## src/rtl/wb_per_bridge.sv

```systemverilog
// Wishbone-classic slave bridging 32-bit bus cycles onto a 16-bit openMSP430-style
// peripheral bus; each word access becomes one or two halfword peripheral cycles.
module wb_per_bridge #(
  parameter logic [31:0] BASE_ADDR = 32'h3000_0000
) (
  input  logic        wb_clk_i,
  input  logic        wb_rst_n,
  input  logic        wbs_cyc_i,
  input  logic        wbs_stb_i,
  input  logic        wbs_we_i,
  input  logic [3:0]  wbs_sel_i,
  input  logic [31:0] wbs_adr_i,
  input  logic [31:0] wbs_dat_i,
  output logic        wbs_ack_o,
  output logic [31:0] wbs_dat_o,
  output logic [13:0] per_addr_o,
  output logic [15:0] per_din_o,
  output logic        per_en_o,
  output logic [1:0]  per_we_o,
  input  logic [15:0] per_dout_i
);

  localparam logic [1:0] S_IDLE = 2'd0;
  localparam logic [1:0] S_LO   = 2'd1;
  localparam logic [1:0] S_HI   = 2'd2;
  localparam logic [1:0] S_ACK  = 2'd3;

  logic [1:0]  state_q, state_d;
  logic [12:0] adr_q, adr_d;
  logic [31:0] dat_q, dat_d;
  logic [3:0]  sel_q, sel_d;
  logic        we_q, we_d;
  logic        need_hi_q, need_hi_d;
  logic [31:0] rdata_q, rdata_d;

  logic [3:0]  sel_eff;
  logic        hit;
  logic        per_en_d;
  logic [13:0] per_addr_d;
  logic [15:0] per_din_d;
  logic [1:0]  per_we_d;
  logic        ack_d;
  logic [31:0] dat_o_d;

  logic unused_adr;
  assign unused_adr = ^wbs_adr_i[1:0];

  always_comb begin
    state_d   = state_q;
    adr_d     = adr_q;
    dat_d     = dat_q;
    sel_d     = sel_q;
    we_d      = we_q;
    need_hi_d = need_hi_q;
    rdata_d   = rdata_q;
    sel_eff   = (!wbs_we_i && wbs_sel_i == 4'b0000) ? 4'b1111 : wbs_sel_i;
    hit       = (wbs_adr_i[31:15] == BASE_ADDR[31:15]);

    case (state_q)
      S_IDLE: begin
        if (wbs_cyc_i && wbs_stb_i) begin
          adr_d     = wbs_adr_i[14:2];
          dat_d     = wbs_dat_i;
          sel_d     = sel_eff;
          we_d      = wbs_we_i;
          need_hi_d = |sel_eff[3:2];
          rdata_d   = '0;
          if (!hit)                 state_d = S_ACK;
          else if (|sel_eff[1:0])   state_d = S_LO;
          else if (|sel_eff[3:2])   state_d = S_HI;
          else                      state_d = S_ACK;
        end
      end
      S_LO: begin
        if (!wbs_cyc_i) begin
          state_d = S_IDLE;
        end else begin
          if (!we_q) rdata_d[15:0] = per_dout_i;
          state_d = need_hi_q ? S_HI : S_ACK;
        end
      end
      S_HI: begin
        if (!wbs_cyc_i) begin
          state_d = S_IDLE;
        end else begin
          if (!we_q) rdata_d[31:16] = per_dout_i;
          state_d = S_ACK;
        end
      end
      default: state_d = S_IDLE;
    endcase
  end

  // Outputs are registered from next-state values so they line up with the state they describe.
  always_comb begin
    per_en_d   = (state_d == S_LO) || (state_d == S_HI);
    per_addr_d = per_en_d ? {adr_d, (state_d == S_HI)} : '0;
    per_din_d  = '0;
    per_we_d   = '0;
    if (state_d == S_LO) begin
      per_din_d = dat_d[15:0];
      per_we_d  = we_d ? sel_d[1:0] : 2'b00;
    end else if (state_d == S_HI) begin
      per_din_d = dat_d[31:16];
      per_we_d  = we_d ? sel_d[3:2] : 2'b00;
    end
    ack_d   = (state_d == S_ACK);
    dat_o_d = ack_d ? rdata_d : '0;
  end

  always_ff @(posedge wb_clk_i or negedge wb_rst_n) begin
    if (!wb_rst_n) begin
      state_q    <= S_IDLE;
      adr_q      <= '0;
      dat_q      <= '0;
      sel_q      <= '0;
      we_q       <= 1'b0;
      need_hi_q  <= 1'b0;
      rdata_q    <= '0;
      wbs_ack_o  <= 1'b0;
      wbs_dat_o  <= '0;
      per_addr_o <= '0;
      per_din_o  <= '0;
      per_en_o   <= 1'b0;
      per_we_o   <= '0;
    end else begin
      state_q    <= state_d;
      adr_q      <= adr_d;
      dat_q      <= dat_d;
      sel_q      <= sel_d;
      we_q       <= we_d;
      need_hi_q  <= need_hi_d;
      rdata_q    <= rdata_d;
      wbs_ack_o  <= ack_d;
      wbs_dat_o  <= dat_o_d;
      per_addr_o <= per_addr_d;
      per_din_o  <= per_din_d;
      per_en_o   <= per_en_d;
      per_we_o   <= per_we_d;
    end
  end

endmodule

```

## config.mk

```make
export PLATFORM = sky130hd
export DESIGN_NAME = wb_per_bridge
export DESIGN_NICKNAME = d
export VERILOG_FILES = /design/src/rtl/wb_per_bridge.sv
export SDC_FILE = /design/constraint.sdc
export NUM_CORES = 1
export LEC_CHECK = 0
export ABC_CLOCK_PERIOD_IN_PS = 2200
export CAP_MARGIN = 20
export CORE_MARGIN = 4
export CORE_UTILIZATION = 43
export CTS_CLUSTER_SIZE = 30
export DETAILED_ROUTE_END_ITERATION = 8
export PLACE_DENSITY = 0.83
export SETUP_SLACK_MARGIN = 0.02
export SLEW_MARGIN = 15
export SYNTH_ARGS = -nofsm -noshare
export SYNTH_HDL_FRONTEND = slang
export SYNTH_SLANG_ARGS = --single-unit
```

## constraint.sdc

```tcl
create_clock -name wb_clk_i -period 2.2 [get_ports wb_clk_i]
set_input_delay 0.22 -clock wb_clk_i [delete_from_list [all_inputs] [get_ports wb_clk_i]]
set_output_delay 0.22 -clock wb_clk_i [all_outputs]
set_load 0.02 [all_outputs]
```

==> results.toml, run 1 <==
[drt]
viasPerCell = 5.03
drtPass1Iterations = 4
final_antenna_net_count = 0
vias = 3906
drt_iter0_drc = 295
wl_per_cell_um = 17.1
wl_um = 13300
drcViolationCount = 0

[critical_path]
cp_num_buf_inv = 4
path_common_cell = "buf_4"
critPathTopFamily = "buffers and inverters"
crit_chain = "clkdlybuf4s50_1, nor4_1, nand4_1, buf_4, nor4b_4, o21ai_1, buf_4, ha_1, buf_12, and2_1"
crit_type = "in -> reg"
slowest_stage = "clkdlybuf4s50_1"
required_ns = 2.49
arrival_ns = 2.42
crit_path_end_kind = "register"
slowest_delay_ns = 0.42
worstPathMaxFanout = 33
startpoint_type = "input port"

[synthesis]
synthMuxAreaShare = 0.0757
synthArstFlopShare = 1.00
synth-edff-count = 0
synth_seq_cells = 151
synth.distinct_cells = 37
synth_fa_ha_area_frac = 0.00664
synth_compound_area_frac = 0.0981
synth_top_family_by_area = "simple AND/OR/NAND/NOR gates"
ys_warn_count = 0
syn_inst = 428
synthXorXnorAreaFrac = 0
syn_area_per_cell_um2 = 13.2
synth_nets = 520
syn_area_um2 = 5650
yosys.area_share.simple = 0.119
yosysSeqAreaShare = 0.669
dominantRegCellSynth = "dfrtp_1"

[power]
seq_power_share = 0.440
vdd_drop_max_mv = 0.486
leakage_nw = 3.64
p_clk_frac = 0.331
swShare = 0.267
internal-power_mw = 6.05
power.switching_mw = 2.20
p_per_area_nw_per_um2 = 1030
power_mw = 8.25
comb_power_share = 0.229

[floorplan]
top_level_ports = 155
fp.dieArea_um2 = 15000
coreArea_um2 = 12700
start_util = 0.444
die_w_um = 123
rows = 41
die_h_um = 123

[clock_network]
cts.sinks = 151
cts_tree = "done"
cts_max_level = 4
clockBufferDepth = 2
clkTransAtPathRegs_ns = 0.06
cts_buffers = 17
clockRootBuffer = "clkbuf_16"
clk-insertion-delay-late_ns = 0.41

[timing]
post-route-period-util = 0.967
clock.fmax_ghz = 0.470
min_period_ns = 2.13
worst_pin_slew_ns = 0.802
slew_violations = 0
finClkSkew_ns = 0.00776
final_hold_viol_count = 0
slew-limit-headroom = 0.465
setup_viol = 0

[final_layout]
nNetsFinal = 686
antenna_cells = 0
fin_cells = 777
most-common-layout-cells = "dfrtp_1 (151), clkdlybuf4s50_1 (151), nand2_1 (73)"
drive_gt1_frac = 0.122
area_growth_syn_to_layout_pct = 42.0

[placement]
gp_congestion = 0.815
placedCellCount = 744
dp_hpwl_um = 9290
io_buffers = 152

[global_routing]
antenna_found_initial = 0
grt_pass1_vias = 4304
overflow = 0
grt_max_degree = 92
grt_pass1_wl_um = 21400
grt_use_total = 0.186

[job]
maxCapViolations = 0

[hold_path]
hold_path_class = "in -> async"

[run_status]
status = "finished clean"
-- sequential cells by signal, indices dropped and copies added, names as in the netlist --
name and count:
wbs_dat_o 32, per_en_o 1, dat_q 32, per_din_o 16, we_q 1, rdata_q 32, need_hi_q 1, state_q 2
sel_q 4, wbs_ack_o 1, adr_q 13, per_we_o 2, per_addr_o 14
-- layer usage --
layer  part of all wire  GRT usage
met2               0.51      0.313
met5                  0          0
met1               0.41      0.226
met4              0.027     0.0763
met3              0.056     0.0521
-- Yosys cell counts, drive strengths merged, types with 2 or more instances --
cell    count  area share
o21ai      20       0.020
nand2      73       0.049
a22o       32       0.050
a32o        2      0.0035
a21oi      17       0.016
mux2       33       0.076
nor4        3      0.0033
buf        20       0.028
ha          3      0.0066
and3b       2      0.0031
dfrtp     151        0.67
and2       33       0.037
nor2b       8      0.0089
o31a        2      0.0031
nor3        2      0.0018
nor2       12      0.0080
clkbuf      5      0.0033
-- timing repair --
action | 4_1_cts | 5_1_grt
hold endpoints to repair | 151 | 0
endpoints found under the setup margin | 2 | 18
setup buffers | 0 | 2
pin swaps | 0 | 2
hold buffers | 1 | 0
resized for setup | 2 | 4
-- per-stage QoR --
| stage | hold slack, ns | setup TNS, ns | setup slack [ns] | util | instance area [um^2] |
|---|---|---|---|---|---|
| after floorplan | -0.0756 | 0 | 0.0777 | - | 5650 |
| after global placement | 0.0228 | -15.75 | -0.275 | 0.583 | 7410 |
| after detailed placement | 0.0256 | -22.94 | -0.402 | 0.583 | 7410 |
| final | 0.173 | 0 | 0.0731 | 0.630 | 8020 |
| after global routing | 0.175 | -0.00496 | -0.00175 | 0.630 | 8020 |
| after CTS | 0.161 | 0 | 0.0450 | 0.628 | 7990 |
-- cell type report --
class	instances	area, um^2
clock buffers	22	454
clock inverters	8	100
fillers	1001	4700
inverters	1	3.75
multi-input cells	251	1720
flip-flops and latches	151	3780
well taps	172	215
repair buffers	172	1750
-- cell families after synthesis --
logic type / after synthesis
flip-flops: 151
buffers and inverters: 26
AND/OR/NAND/NOR: 138
adder cells (fa/ha/maj): 3
multiplexers: 33
AO/OA/AOI/OAI: 77
-- power by group through the flow --
stage | sequential, mW | clock, mW | combinational (mW)
2_1_floorplan | 3.81 | 0 | 0.859
3_3_place_gp | 3.63 | 0 | 1.81
3_5_place_dp | 3.67 | 0 | 1.88
4_1_cts | 3.63 | 2.78 | 1.90
5_1_grt | 3.69 | 2.91 | 2.05
6_report | 3.63 | 2.73 | 1.89
-- worst paths after layout --
kind                                from      endpoint  slack [ns]  depth (start not counted)
min in group wb_clk_i       wbs_adr_i[4]      adr_q[2]        0.37                          3
min                             wb_rst_n     dat_q[22]        0.17                          2
max                        wbs_adr_i[19]  wbs_dat_o[4]        0.07                         10
max reg2reg                   state_q[1]   per_we_o[0]        0.21                          5
min reg2reg                     adr_q[9]      adr_q[9]        0.47                          2
max in group asynchronous       wb_rst_n  per_din_o[6]        1.39                          3
Note: power is estimated with default switching activity, not from simulation.
==> run 2, diff against run 1 <==
--- a/config.mk
+++ b/config.mk
@@ -7,11 +7,13 @@
 export LEC_CHECK = 0
 export ABC_CLOCK_PERIOD_IN_PS = 2200
 export CAP_MARGIN = 20
+export CELL_PAD_IN_SITES_DETAIL_PLACEMENT = 1
+export CELL_PAD_IN_SITES_GLOBAL_PLACEMENT = 1
 export CORE_MARGIN = 4
-export CORE_UTILIZATION = 43
+export CORE_UTILIZATION = 34
 export CTS_CLUSTER_SIZE = 30
 export DETAILED_ROUTE_END_ITERATION = 8
-export PLACE_DENSITY = 0.83
+export PLACE_DENSITY = 0.82
 export SETUP_SLACK_MARGIN = 0.02
 export SLEW_MARGIN = 15
 export SYNTH_ARGS = -nofsm -noshare
==> run 2 against run 1 <==
  * Via count up 1.3%
  * Hold slack better by 0.15 ns
  * Design area rose by 1.7%
  * Clock skew grew 0.0057 ns
  * Sequential share of layout area shrank 0.80 points
  * Clock power up 7%
  * Maximum frequency about the same
  * Critical path type unchanged
  * Highest routed layer unchanged
==> results.toml, run 2 (synthesized netlist as in run 1, its figures left out) <==
[critical_path]
startpoint_type = "input port"
required_ns = 2.50
worstPathMaxFanout = 3
arrival_ns = 2.43
crit_type = "in -> reg"
crit_path_start = "wbs_adr_i[19]"
r2r_start = "state_q[0]"
rr_worst_depth = 7
crit_path_end_kind = "register"

[job]
maxCapViolations = 0

[timing]
slew_violations = 0
fin_hold_ws_ns = 0.320
post-route-period-util = 0.967
setup_viol = 0
worst_pin_slew_ns = 0.814
slew-limit-headroom = 0.457
clock.fmax_ghz = 0.470
finClkSkew_ns = 0.0135
final_hold_viol_count = 0
min_period_ns = 2.13

[drt]
vias = 3957
drt_iter0_drc = 203
wl_per_cell_um = 18.7
final_antenna_net_count = 0
drtPass1Iterations = 4
viasPerCell = 4.78
drcViolationCount = 0
wl_um = 15400

[clock_network]
cts_buffers = 17
clockRootBuffer = "clkbuf_16"
cts.sinks = 151
cts_tree = "done"
clkTransAtPathRegs_ns = 0.07
cts_max_level = 4
clk-insertion-delay-late_ns = 0.43
clockBufferDepth = 2

[final_layout]
fillCellCount = 1624
most-common-layout-cells = "dfrtp_1 (151), clkdlybuf4s50_1 (151), nand2_1 (73)"
design_area_um2 = 8160
nNetsFinal = 690
antenna_cells = 0
area_growth_syn_to_layout_pct = 44.4
top_regs = "dat_q: 32 flops, rdata_q: 32 flops, wbs_dat_o: 32 flops"
drive_gt1_frac = 0.137

[floorplan]
rows = 46
die_h_um = 137
top_level_ports = 155
fp.dieArea_um2 = 18700
start_util = 0.352
die_w_um = 137
coreArea_um2 = 16100

[run_status]
status = "finished clean"

[placement]
gp_congestion = 0.789
io_buffers = 152
post_dp_cell_area_um2 = 7490
dp_hpwl_um = 10500

[global_routing]
grt_pass1_wl_um = 24000
antenna_found_initial = 0
grt_use_total = 0.168
grt_max_degree = 49
overflow = 0
grt_pass1_vias = 4489

[power]
power_mw = 8.50
vdd_drop_max_mv = 0.524
leakage_nw = 3.68
p_per_area_nw_per_um2 = 1040

[hold_path]
hold_path_class = "in -> async"
-- run 2: cell types whose count changed in the layout (fill, tap and decap cells not counted), sizes merged --
| cell | before | now |
|---|---|---|
| clkbuf | 22 | 18 |
| bufinv | 2 | 1 |
| buf | 20 | 23 |
| inv | 2 | 8 |
| clkinv | 4 | 5 |
| clkinvlp | 1 | 2 |
-- run 2: path summary, 6_finish.rpt --
| check | to | slack, ns |
|---|---|---|
| min in group wb_clk_i | adr_q[11] | 0.36 |
| setup reg to reg | wbs_dat_o[11] | 0.22 |
| hold reg to reg | adr_q[5] | 0.47 |
| max in group asynchronous | rdata_q[26] | 1.06 |
| setup / recovery | per_we_o[1] | 0.07 |
| hold / removal | per_din_o[5] | 0.32 |
-- run 2: final cells by class --
| type | instances | area (um^2) | share of cell area |
|---|---|---|---|
| multi-input cells | 251 | 1720 | 0.210 |
| clock buffers | 17 | 425 | 0.0521 |
| flip-flops and latches | 151 | 3780 | 0.463 |
| well taps | 216 | 270 | 0.0331 |
| clock inverters | 15 | 180 | 0.0221 |
| inverters | 1 | 3.75 | 0.000460 |
| repair buffers | 176 | 1790 | 0.219 |
-- run 2: metal layers --
| layer | part of all wire | track usage | wire length [um] |
|---|---|---|---|
| met4 | 0.015 | 0.0621 | 227 |
| met2 | 0.52 | 0.294 | 8010 |
| met5 | 0 | 0 | 0 |
| met3 | 0.061 | 0.0522 | 948 |
| met1 | 0.40 | 0.193 | 6250 |
-- run 2: power by group --
group          internal [mW]  switching (mW)  total [mW]  leakage [nW]
combinational          0.972           0.971        1.94          1.44
sequential              3.40           0.229        3.63          1.95
clock                   1.62            1.30        2.92         0.289
total                   6.00            2.50        8.50          3.68
-- run 2: worst max-delay path, cell delays in order --
cell and delay (ns):
clkdlybuf4s50_1 0.41, nor4_1 0.28, nand4_1 0.21, o31a_1 0.37, o31ai_1 0.25, ha_2 0.26
and3b_1 0.20, a32o_1 0.22
-- run 2: what timing repair did --
item / 4_1_cts / 5_1_grt
buffers inserted: 0 / 2
hold buffers: 1 / 0
setup endpoints to repair: 0 / 16
resized for setup: 0 / 3
endpoints found under the hold margin: 45 / 0
-- run 2: per-stage QoR --
stage	instances	utilization	setup slack [ns]	setup TNS [ns]
2_1_floorplan	428	-	0.0777	0
3_3_place_gp	791	0.466	-0.228	-13.06
3_5_place_dp	791	0.466	-0.357	-18.75
4_1_cts	824	0.505	0.0833	0
5_1_grt	827	0.508	-0.00177	-0.00177
6_report	827	0.508	0.0726	0
==> run 3, diff against run 2 <==
--- a/config.mk
+++ b/config.mk
@@ -5,7 +5,6 @@
 export SDC_FILE = /design/constraint.sdc
 export NUM_CORES = 1
 export LEC_CHECK = 0
-export ABC_CLOCK_PERIOD_IN_PS = 2200
 export CAP_MARGIN = 20
 export CELL_PAD_IN_SITES_DETAIL_PLACEMENT = 1
 export CELL_PAD_IN_SITES_GLOBAL_PLACEMENT = 1
==> results of run 3 <==
Same layout as run 2: the final DEF is identical, and so are final timing and power.
